--- src/rtl/rr_mux_pkg.sv ---
// ----------------------------------------------------------------------------
// rr_mux_pkg
//   Shared types and helpers for the round-robin mux arbiter.
//   - arb_state_t : two-state controller encoding (IDLE = output stage empty,
//                   HOLD = output stage holds a word waiting for downstream).
//   - next_ptr    : advance a round-robin pointer by one with an explicit wrap
//                   to zero, so non-power-of-two requester counts never need a
//                   modulo operator.
// ----------------------------------------------------------------------------
package rr_mux_pkg;

  typedef enum logic {
    IDLE = 1'b0,
    HOLD = 1'b1
  } arb_state_t;

  // Pointer following 'ptr' in a ring of 'n' entries; the last slot wraps to 0.
  function automatic int next_ptr(input int ptr, input int n);
    return (ptr == n - 1) ? 0 : ptr + 1;
  endfunction

endpackage : rr_mux_pkg

--- src/rtl/rr_pick.sv ---
// ----------------------------------------------------------------------------
// rr_pick
//   Combinational rotating priority encoder. Searches i_req starting at index
//   i_ptr, then i_ptr+1, ... N_REQ-1, 0, ... and reports the first set bit.
// Ports
//   i_req      [N_REQ]  request vector
//   i_ptr      [SEL_W]  highest-priority index (always < N_REQ)
//   o_gnt_idx  [SEL_W]  index of the winning request (0 when none)
//   o_any      1        at least one request bit is set
// ----------------------------------------------------------------------------
module rr_pick
  import rr_mux_pkg::*;
#(
  parameter  int N_REQ = 4,
  localparam int SEL_W = $clog2(N_REQ)
) (
  input  logic [N_REQ-1:0] i_req,
  input  logic [SEL_W-1:0] i_ptr,
  output logic [SEL_W-1:0] o_gnt_idx,
  output logic             o_any
);

  int w_cand;

  // Walk the ring once from i_ptr. Because i_ptr < N_REQ, the candidate index
  // never exceeds 2*N_REQ-2, so one conditional subtract folds it back into
  // range without a modulo. The first hit latches via o_any.
  always_comb begin
    o_gnt_idx = '0;
    o_any     = 1'b0;
    w_cand    = 0;
    for (int k = 0; k < N_REQ; k++) begin
      w_cand = int'(i_ptr) + k;
      if (w_cand >= N_REQ) begin
        w_cand = w_cand - N_REQ;
      end
      if (!o_any && i_req[w_cand]) begin
        o_any     = 1'b1;
        o_gnt_idx = SEL_W'(w_cand);
      end
    end
  end

endmodule : rr_pick

--- src/rtl/rr_mux_arbiter.sv ---
// ----------------------------------------------------------------------------
// rr_mux_arbiter
//   Shares one N:1 data mux and a single output register among N_REQ
//   valid/ready requesters. A round-robin grant drives the mux select and the
//   chosen word is captured into a 1-entry output stage. Under continuous
//   demand a new word is loaded in the same cycle the held one is accepted,
//   giving one word per cycle.
// Ports
//   i_clk        clock, rising edge
//   i_rst        synchronous, active-low reset
//   i_req_valid  [N_REQ]        per-requester valid
//   i_req_data   [N_REQ*WIDTH]  requester i at bits [i*WIDTH +: WIDTH]
//   o_req_ready  [N_REQ]        per-requester accept, at most one bit high
//   o_out_valid  1              output stage holds a word
//   o_out_data   [WIDTH]        held word
//   o_out_sel    [SEL_W]        index of the requester whose word is held
//   i_out_ready  1              downstream accept
// ----------------------------------------------------------------------------
module rr_mux_arbiter
  import rr_mux_pkg::*;
#(
  parameter  int N_REQ = 4,
  parameter  int WIDTH = 8,
  localparam int SEL_W = $clog2(N_REQ)
) (
  input  logic                   i_clk,
  input  logic                   i_rst,
  input  logic [N_REQ-1:0]       i_req_valid,
  input  logic [N_REQ*WIDTH-1:0] i_req_data,
  output logic [N_REQ-1:0]       o_req_ready,
  output logic                   o_out_valid,
  output logic [WIDTH-1:0]       o_out_data,
  output logic [SEL_W-1:0]       o_out_sel,
  input  logic                   i_out_ready
);

  arb_state_t       r_state;
  arb_state_t       w_next_state;
  logic [SEL_W-1:0] r_rr_ptr;
  logic [WIDTH-1:0] r_out_data;
  logic [SEL_W-1:0] r_out_sel;

  logic [SEL_W-1:0] w_gnt_idx;
  logic             w_any;
  logic             w_load;
  logic             w_xfer;
  logic [WIDTH-1:0] w_mux_data;

  // Rotating priority search starting at the current round-robin pointer.
  rr_pick #(
    .N_REQ (N_REQ)
  ) u_pick (
    .i_req     (i_req_valid),
    .i_ptr     (r_rr_ptr),
    .o_gnt_idx (w_gnt_idx),
    .o_any     (w_any)
  );

  // N:1 data mux steered by the grant. Written as a compare loop so a
  // non-power-of-two N_REQ never produces an out-of-range slice.
  always_comb begin
    w_mux_data = '0;
    for (int i = 0; i < N_REQ; i++) begin
      if (w_gnt_idx == SEL_W'(i)) begin
        w_mux_data = i_req_data[i*WIDTH +: WIDTH];
      end
    end
  end

  // State register.
  always_ff @(posedge i_clk) begin
    if (!i_rst) begin
      r_state <= IDLE;
    end else begin
      r_state <= w_next_state;
    end
  end

  // Next-state logic. A transfer always lands in HOLD (including the
  // back-to-back case); a held word that is accepted with nothing new to
  // load empties the stage.
  always_comb begin
    w_next_state = r_state;
    if (w_xfer) begin
      w_next_state = HOLD;
    end else if ((r_state == HOLD) && i_out_ready) begin
      w_next_state = IDLE;
    end
  end

  // Output / handshake logic. The stage can load when it is empty or when
  // its current word leaves this cycle. Reset gates the transfer so no
  // requester sees ready while reset is asserted, even before the state
  // register has a known value.
  always_comb begin
    o_out_valid = (r_state == HOLD);
    w_load      = (r_state == IDLE) | (i_out_ready & o_out_valid);
    w_xfer      = w_load & w_any & i_rst;
    o_req_ready = '0;
    for (int i = 0; i < N_REQ; i++) begin
      if (w_xfer && (w_gnt_idx == SEL_W'(i))) begin
        o_req_ready[i] = 1'b1;
      end
    end
  end

  // Output register and round-robin pointer. Both only move on a transfer;
  // the pointer lands one past the served requester so it becomes lowest
  // priority next time.
  always_ff @(posedge i_clk) begin
    if (!i_rst) begin
      r_out_data <= '0;
      r_out_sel  <= '0;
      r_rr_ptr   <= '0;
    end else if (w_xfer) begin
      r_out_data <= w_mux_data;
      r_out_sel  <= w_gnt_idx;
      r_rr_ptr   <= SEL_W'(next_ptr(int'(w_gnt_idx), N_REQ));
    end
  end

  assign o_out_data = r_out_data;
  assign o_out_sel  = r_out_sel;

  // Structural invariants of the handshake.
  a_ready_onehot: assert property (@(posedge i_clk) $onehot0(o_req_ready));

  a_ptr_range: assert property (@(posedge i_clk) disable iff (!i_rst)
    int'(r_rr_ptr) < N_REQ);

  a_hold_stable: assert property (@(posedge i_clk) disable iff (!i_rst)
    (o_out_valid && !i_out_ready) |=>
      (o_out_valid && $stable(o_out_data) && $stable(o_out_sel)));

endmodule : rr_mux_arbiter
--- config.mk ---
export PLATFORM = sky130hd
export DESIGN_NAME = rr_mux_arbiter
export DESIGN_NICKNAME = d
export VERILOG_FILES = /design/src/rtl/rr_mux_pkg.sv /design/src/rtl/rr_pick.sv /design/src/rtl/rr_mux_arbiter.sv
export SDC_FILE = /design/constraint.sdc
export NUM_CORES = 1
export LEC_CHECK = 0
export BUFFER_PORTS_ARGS = -buffer_cell sky130_fd_sc_hd__buf_2
export CORE_MARGIN = 1.5
export CORE_UTILIZATION = 38
export CTS_CLUSTER_DIAMETER = 50
export DETAILED_ROUTE_END_ITERATION = 10
export MAX_ROUTING_LAYER = met4
export PLACE_DENSITY = 0.79
export SLEW_MARGIN = 15
export SYNTH_ARGS = -nofsm -noshare
export SYNTH_HDL_FRONTEND = slang
export SYNTH_SLANG_ARGS = --single-unit
--- constraint.sdc ---
create_clock -name i_clk -period 2.3 [get_ports i_clk]
set_input_delay 0.46 -clock i_clk [delete_from_list [all_inputs] [get_ports i_clk]]
set_output_delay 0.46 -clock i_clk [all_outputs]
set_load 0.005 [all_outputs]
Word-level counts from Yosys, hierarchy flattened. Index checks and enable logic that the tools add are counted.

Add/sub/neg operators: 8. Magnitude comparators: 8. Eq/ne operators: 4. Mux-type cells: 35. Bitwise logic cells: 5. Reductions and logical operators: 13.

Operator list (number): $lt A32 B4 Y1 const B (4); $mux W32 (4); $ge A32 B4 Y1 const B (3); $sub A32 B4 Y32 const B (3); $mux W8 (4); $mux W1 (18); $mux W2 (5); $bmux W1 S2 (4); $logic_and A1 B1 Y1 (8); $add A2 B2 Y3 const B (2); $eq A2 B1 Y1 const B (2); $eq A2 B2 Y1 const B (2); $sub A2 B3 Y4 const B (1); $add A2 B1 Y3 const B (1); $and A1 B1 Y1 (3); $ge A2 B3 Y1 const B (1); $logic_not A1 Y1 (3); $add A2 B1 Y2 const B (1); $logic_not A2 Y1 (1); $reduce_bool A2 Y1 (1); $not A1 Y1 (1); $or A1 B1 Y1 (1).

Register bits after elaboration: 13. Input port bits: 39. Output and inout bits: 15. Logic and storage cells: 77.

Longest topological paths before layout.
Depth in word-level cells: 20. Depth in mapped cells: 11. Depth with buffers taken out: 9.

Modules after synthesis. Synthesis repeated with hierarchy kept, for this count alone.

Cells, all modules: 121. Area total of the unflattened synthesis: 980.9 µm².

Modules (own cells, without submodules): rr_mux_arbiter (instances 1, cells an instance 106, area each 903.4 µm², seq. area each 260.2 µm²); rr_pick (instances 1, cells an instance 15, area each 77.6 µm², seq. area each 0.0 µm²).

Worst setup path after synthesis. Ideal clock, no wire load.

Kind: input -> output. From: in i_req_valid[2]. To: out o_req_ready[3]. Arrival time: 1881 ps. Required time: 1840 ps. Slack: -41 ps. Stages on the path: 8. Buffers on the path: 2. Cell sequence: or2b_1 -> a21oi_1 -> a211o_1 -> inv_1 -> ha_1 -> buf_1 -> clkbuf_1 -> and2_1.

Elaborated cells between the ends (all ways): 31. Those cells by class: eq/ne: 1; mux: 21; bitwise: 2; reduce/logical: 7.

RTL lines: start, declared (RTL line rr_mux_arbiter.sv:28) `input logic [N_REQ-1:0] i_req_valid,`; $bmux W1 S2 (RTL line rr_pick.sv:37) `if (!o_any && i_req[w_cand]) begin`; $mux W1 (not written as such) (2 in a row) (RTL line rr_pick.sv:37); $mux W1 (RTL line rr_pick.sv:37); $logic_not A1 Y1 (RTL line rr_pick.sv:37); $logic_and A1 B1 Y1 (RTL line rr_pick.sv:37); $mux W1 (RTL line rr_pick.sv:37); $logic_not A1 Y1 (RTL line rr_pick.sv:37); $logic_and A1 B1 Y1 (RTL line rr_pick.sv:37); $mux W1 (RTL line rr_pick.sv:37); $logic_not A1 Y1 (RTL line rr_pick.sv:37); $logic_and A1 B1 Y1 (RTL line rr_pick.sv:37); $mux W2 * (RTL line rr_pick.sv:37); net u_pick.o_gnt_idx[0] (RTL line rr_pick.sv:19) `output logic [SEL_W-1:0] o_gnt_idx,`; $eq A2 B2 Y1 * (RTL line rr_mux_arbiter.sv:101) `if (w_xfer && (w_gnt_idx == SEL_W'(i))) begin`; $logic_and A1 B1 Y1 * (RTL line rr_mux_arbiter.sv:101); $mux W1 * (RTL line rr_mux_arbiter.sv:101); end, declared (RTL line rr_mux_arbiter.sv:30) `output logic [N_REQ-1:0] o_req_ready,`.

The timed path passes the listed nets; every way through them passes the cells marked *. The select of a mux whose other input is x is not followed.

Worst setup path after layout.
From: in i_req_valid[1]. To: out o_req_ready[3].

The elaborated chain is that of the path after synthesis.

==> results list <==
* Status: complete, no violations
- In this run the number of H-tree levels came out at 1.
- Overall power consumption: 0.870 mW
- Initial cell density of the core: 0.399
* Chip width: 51.2 µm
* Cells after Synth: 124
- CP top delay family: buffers and inverters
- Initial antenna violation count: 0
- Worst-path cell with the longest stage delay: sky130_fd_sc_hd__or2b_1
* Half-perimeter wire length after detailed placement: 1870 µm
* Aggregate global-route resource usage: 0.204
- Synthesis Warnings: 0
* Count of cells along the worst register-to-register path: 10
- Post-synthesis sequential element count: 13
- The clock passes through at most 2 buffers.
- The die is 51.2 µm tall.
* CTS Root Cell: sky130_fd_sc_hd__clkbuf_4
- The worst pin sits at a relative slew slack of 0.797.
- Summed over all failing endpoints, the final setup total negative slack is 0 ns.
- The library cell used most frequently in the layout, excluding fill and tap cells, is sky130_fd_sc_hd__buf_2.
- Together, buffers and inverters on the worst path number 4.
- Dominant combinational cell family by area after synthesis: compound AO/OA/AOI/OAI gates
- The first global-routing pass estimated 4040 µm of wire.
- Post-layout minimum cycle time: 2.23 ns
- Area taken by flip-flops and latches: 263 µm²
- In this run the core area contains 17 standard-cell rows.
- The worst register-to-register path ends at o_out_data[1]$_SDFFE_PN0P_.
- The count of nets left with antenna violations once routing finished came out at 0.
- For this block, the initial DRC count from the detailed router was 37.
* Leak Pwr: 0.642 nW
- The total count of max-transition violations in the final report is 0.
* Startpoint of the worst setup timing path: i_req_valid[1]
* Post-Syn Area per Cell: 7.12 µm²
- Counting the fill cells in the layout gives 208.
- Reg clk slew, reported paths: 0.07 ns
- During placement, the flow inserted port buffers numbering 53.
* Share of cell area taken by muxes after synthesis: 0
- Area of the core region: 2210 µm²
- Counting every sink on the clock net gives 13.
- Multi-input gate area: 549 µm²
- The tool flagged a number of max-cap violations equal to 0.
- The number of global-route vias before repair is 977.
* GRT Residual Overflow: 0
- Between clock sinks in the finished design, the worst skew comes to 0.00164 ns.
* Highest achievable clock rate: 448 MHz
- Maximum fanout along the worst path: 5
- Before antenna repair, the detailed router went through 4 iterations.
- Number of cells after detailed placement: 200
* Die area: 2620 µm²
- Entering global routing, the biggest net connects 18 pins.
- In this run the worst setup path terminates at o_req_ready[3].
- Setup violations remaining at the end of the flow were counted as 0.
- Number of ports placed on the die boundary: 54
* PD cells: 699 nW/µm²
- TritonCTS clock tree: built
- Wire length per cell: 12.2 µm
- Post-synthesis cell type count: 26
- The area growth from synthesis to layout is 40.9%.
- Simple logic cell fraction of the synthesized area: 0.198
* Transition time of the tightest slew-check pin: 0.304 ns
- The clock reaches the later pin of the worst-skew pair after 0.27 ns.
- Final worst path period share: 0.971
* Fraction of final layout cells sized beyond drive strength 1: 0.412
- Final standard cell utilization of the core: 0.563
- Total clock buffers created by CTS: 3
* Minimum setup slack among reg-to-reg paths: 0.28 ns
* Critical path's most frequent cell: sky130_fd_sc_hd__buf_2
- Crit path launch type: input port
* Worst min-delay path category: in2reg
* Gpl congestion: 0.845
* Capturing element type of the critical path: primary output
- RSZ-0062 raised after global routing: false
* Post-synthesis xor/xnor area fraction: 0
- Net total in the final layout: 221
* Startpoint of the worst register-to-register path: r_rr_ptr[0]$_SDFFE_PN0P_
- The critical path in this run is classified as in2out.
* Post-synth net total: 167
* Via density per instance: 5.28
- After detailed routing, the total wire length is 2500 µm.
- On the worst path, the slowest cell contributes a delay of 0.23 ns.
* Logic depth of the worst setup path including buffers: 9
- Antenna diode count: 0
- The number of hold-slack violations in the final timing report was 0.
- Arrival time of the worst setup path: 1.77 ns
- Synth Cell Area: 883 µm²
- The routed layout has 1,082 vias.
- Number of cells in the finished layout apart from fillers: 205
- Area fraction in compound gates after synthesis: 0.334
- After detailed routing, the number of remaining DRC violations is 0.
- Of the total synthesized cell area, the portion taken by full adders, half adders and majority gates is 0.0567.
- Sequential area share after synthesis: 0.295
- Most used cells in the layout excluding fill and tap cells: sky130_fd_sc_hd__buf_2, sky130_fd_sc_hd__a21oi_1, sky130_fd_sc_hd__o21ai_0, sky130_fd_sc_hd__inv_1, sky130_fd_sc_hd__dfxtp_1
- Worst-path cell chain: buf_2 -> or2b_1 -> a21oi_2 -> a211o_1 -> inv_2 -> buf_4 -> ha_1 -> and2_1 -> buf_2
- Data on the critical path is required at its endpoint by 1.84 ns.
- The worst-case IR drop observed on VDD is 0.471 mV.
- Worst hold path cell count: 3
[layout make-up]
type,instances,area share
timing repair buffer,59,0.259
sequential,13,0.211
clock buffer,4,0.0211
multi-input combinational,88,0.441
inverter,13,0.0392
tap,28,0.0281
[per-layer routing]
layer	wire length (µm)	GRT usage	up-vias
met5	0	-	-
met4	6	0.0263	0
met3	147	0.0556	2
met2	1310	0.370	31
met1	1040	0.229	510
li1	-	-	539
[cell families after synthesis]
family	after synthesis
compound gates	50
simple gates	34
buf+inv	23
flops	13
fa+ha+maj	4
[registers in the layout, indices dropped and copies added (netlist names)]
name         count
o_out_data       8
o_out_sel        2
o_out_valid      1
r_rr_ptr         2
[how the worst min path moves through the flow]
stage	end	slack, ns	from
floorplan	o_out_sel[0]$_SDFFE_PN0P_	0.47	o_out_sel[0]$_SDFFE_PN0P_
global placement	o_out_sel[1]$_SDFFE_PN0P_	0.46	o_out_sel[1]$_SDFFE_PN0P_
detailed placement	o_out_sel[1]$_SDFFE_PN0P_	0.46	o_out_sel[1]$_SDFFE_PN0P_
CTS	o_out_data[6]$_SDFFE_PN0P_	0.45	i_req_data[30]
global route	o_out_data[3]$_SDFFE_PN0P_	0.47	i_req_data[27]
finish	o_out_data[6]$_SDFFE_PN0P_	0.46	i_req_data[30]
[power by group]
group | internal [mW] | leakage (nW) | switching [mW]
registers | 0.263 | 0.108 | 0.0237
logic | 0.215 | 0.519 | 0.231
clock network | 0.0672 | 0.0150 | 0.0700
[synth_stat cells, drive strengths merged]
master	n	area (µm²)
or2b	1	7.51
nand2	10	37.5
clkbuf	5	18.8
a21oi	18	90.1
ha	4	50.1
and2	4	25.0
buf	5	35.0
nand3	5	30.0
a41oi	1	8.76
inv	13	48.8
or4	1	11.3
nand2b	2	12.5
o22ai	2	12.5
dfxtp	13	260
and3	1	11.3
a221oi	8	70.1
o21ai	18	90.1
a21o	1	7.51
o31ai	1	7.51
a211o	1	8.76
nor2	9	33.8
nor2b	1	6.26
[per-stage QoR]
stage	hold slack, ns	area [µm²]	worst slack (ns)
CTS	0.453	1220	0.00580
global placement	0.463	1180	0.00210
detailed placement	0.463	1180	-0.0598
floorplan	0.466	885	0.0333
global route	0.472	1240	0.000830
finish	0.457	1240	0.0663
[worst reg2reg max path, delay by kind of cell, from the launching register on]
kind / cells / cell delay [ns]
simple gates: 2 / 0.22
flops: 1 / 0.36
buf+inv: 2 / 0.30
fa+ha+maj: 1 / 0.20
compound gates: 5 / 0.83
[timing repair]
item	in CTS	in global routing
setup buffers	0	1
setup endpoints to repair	1	4
hold buffers	0	0
pin swaps	0	3
gates resized for setup	2	7
(Power assumes the default switching activity.)
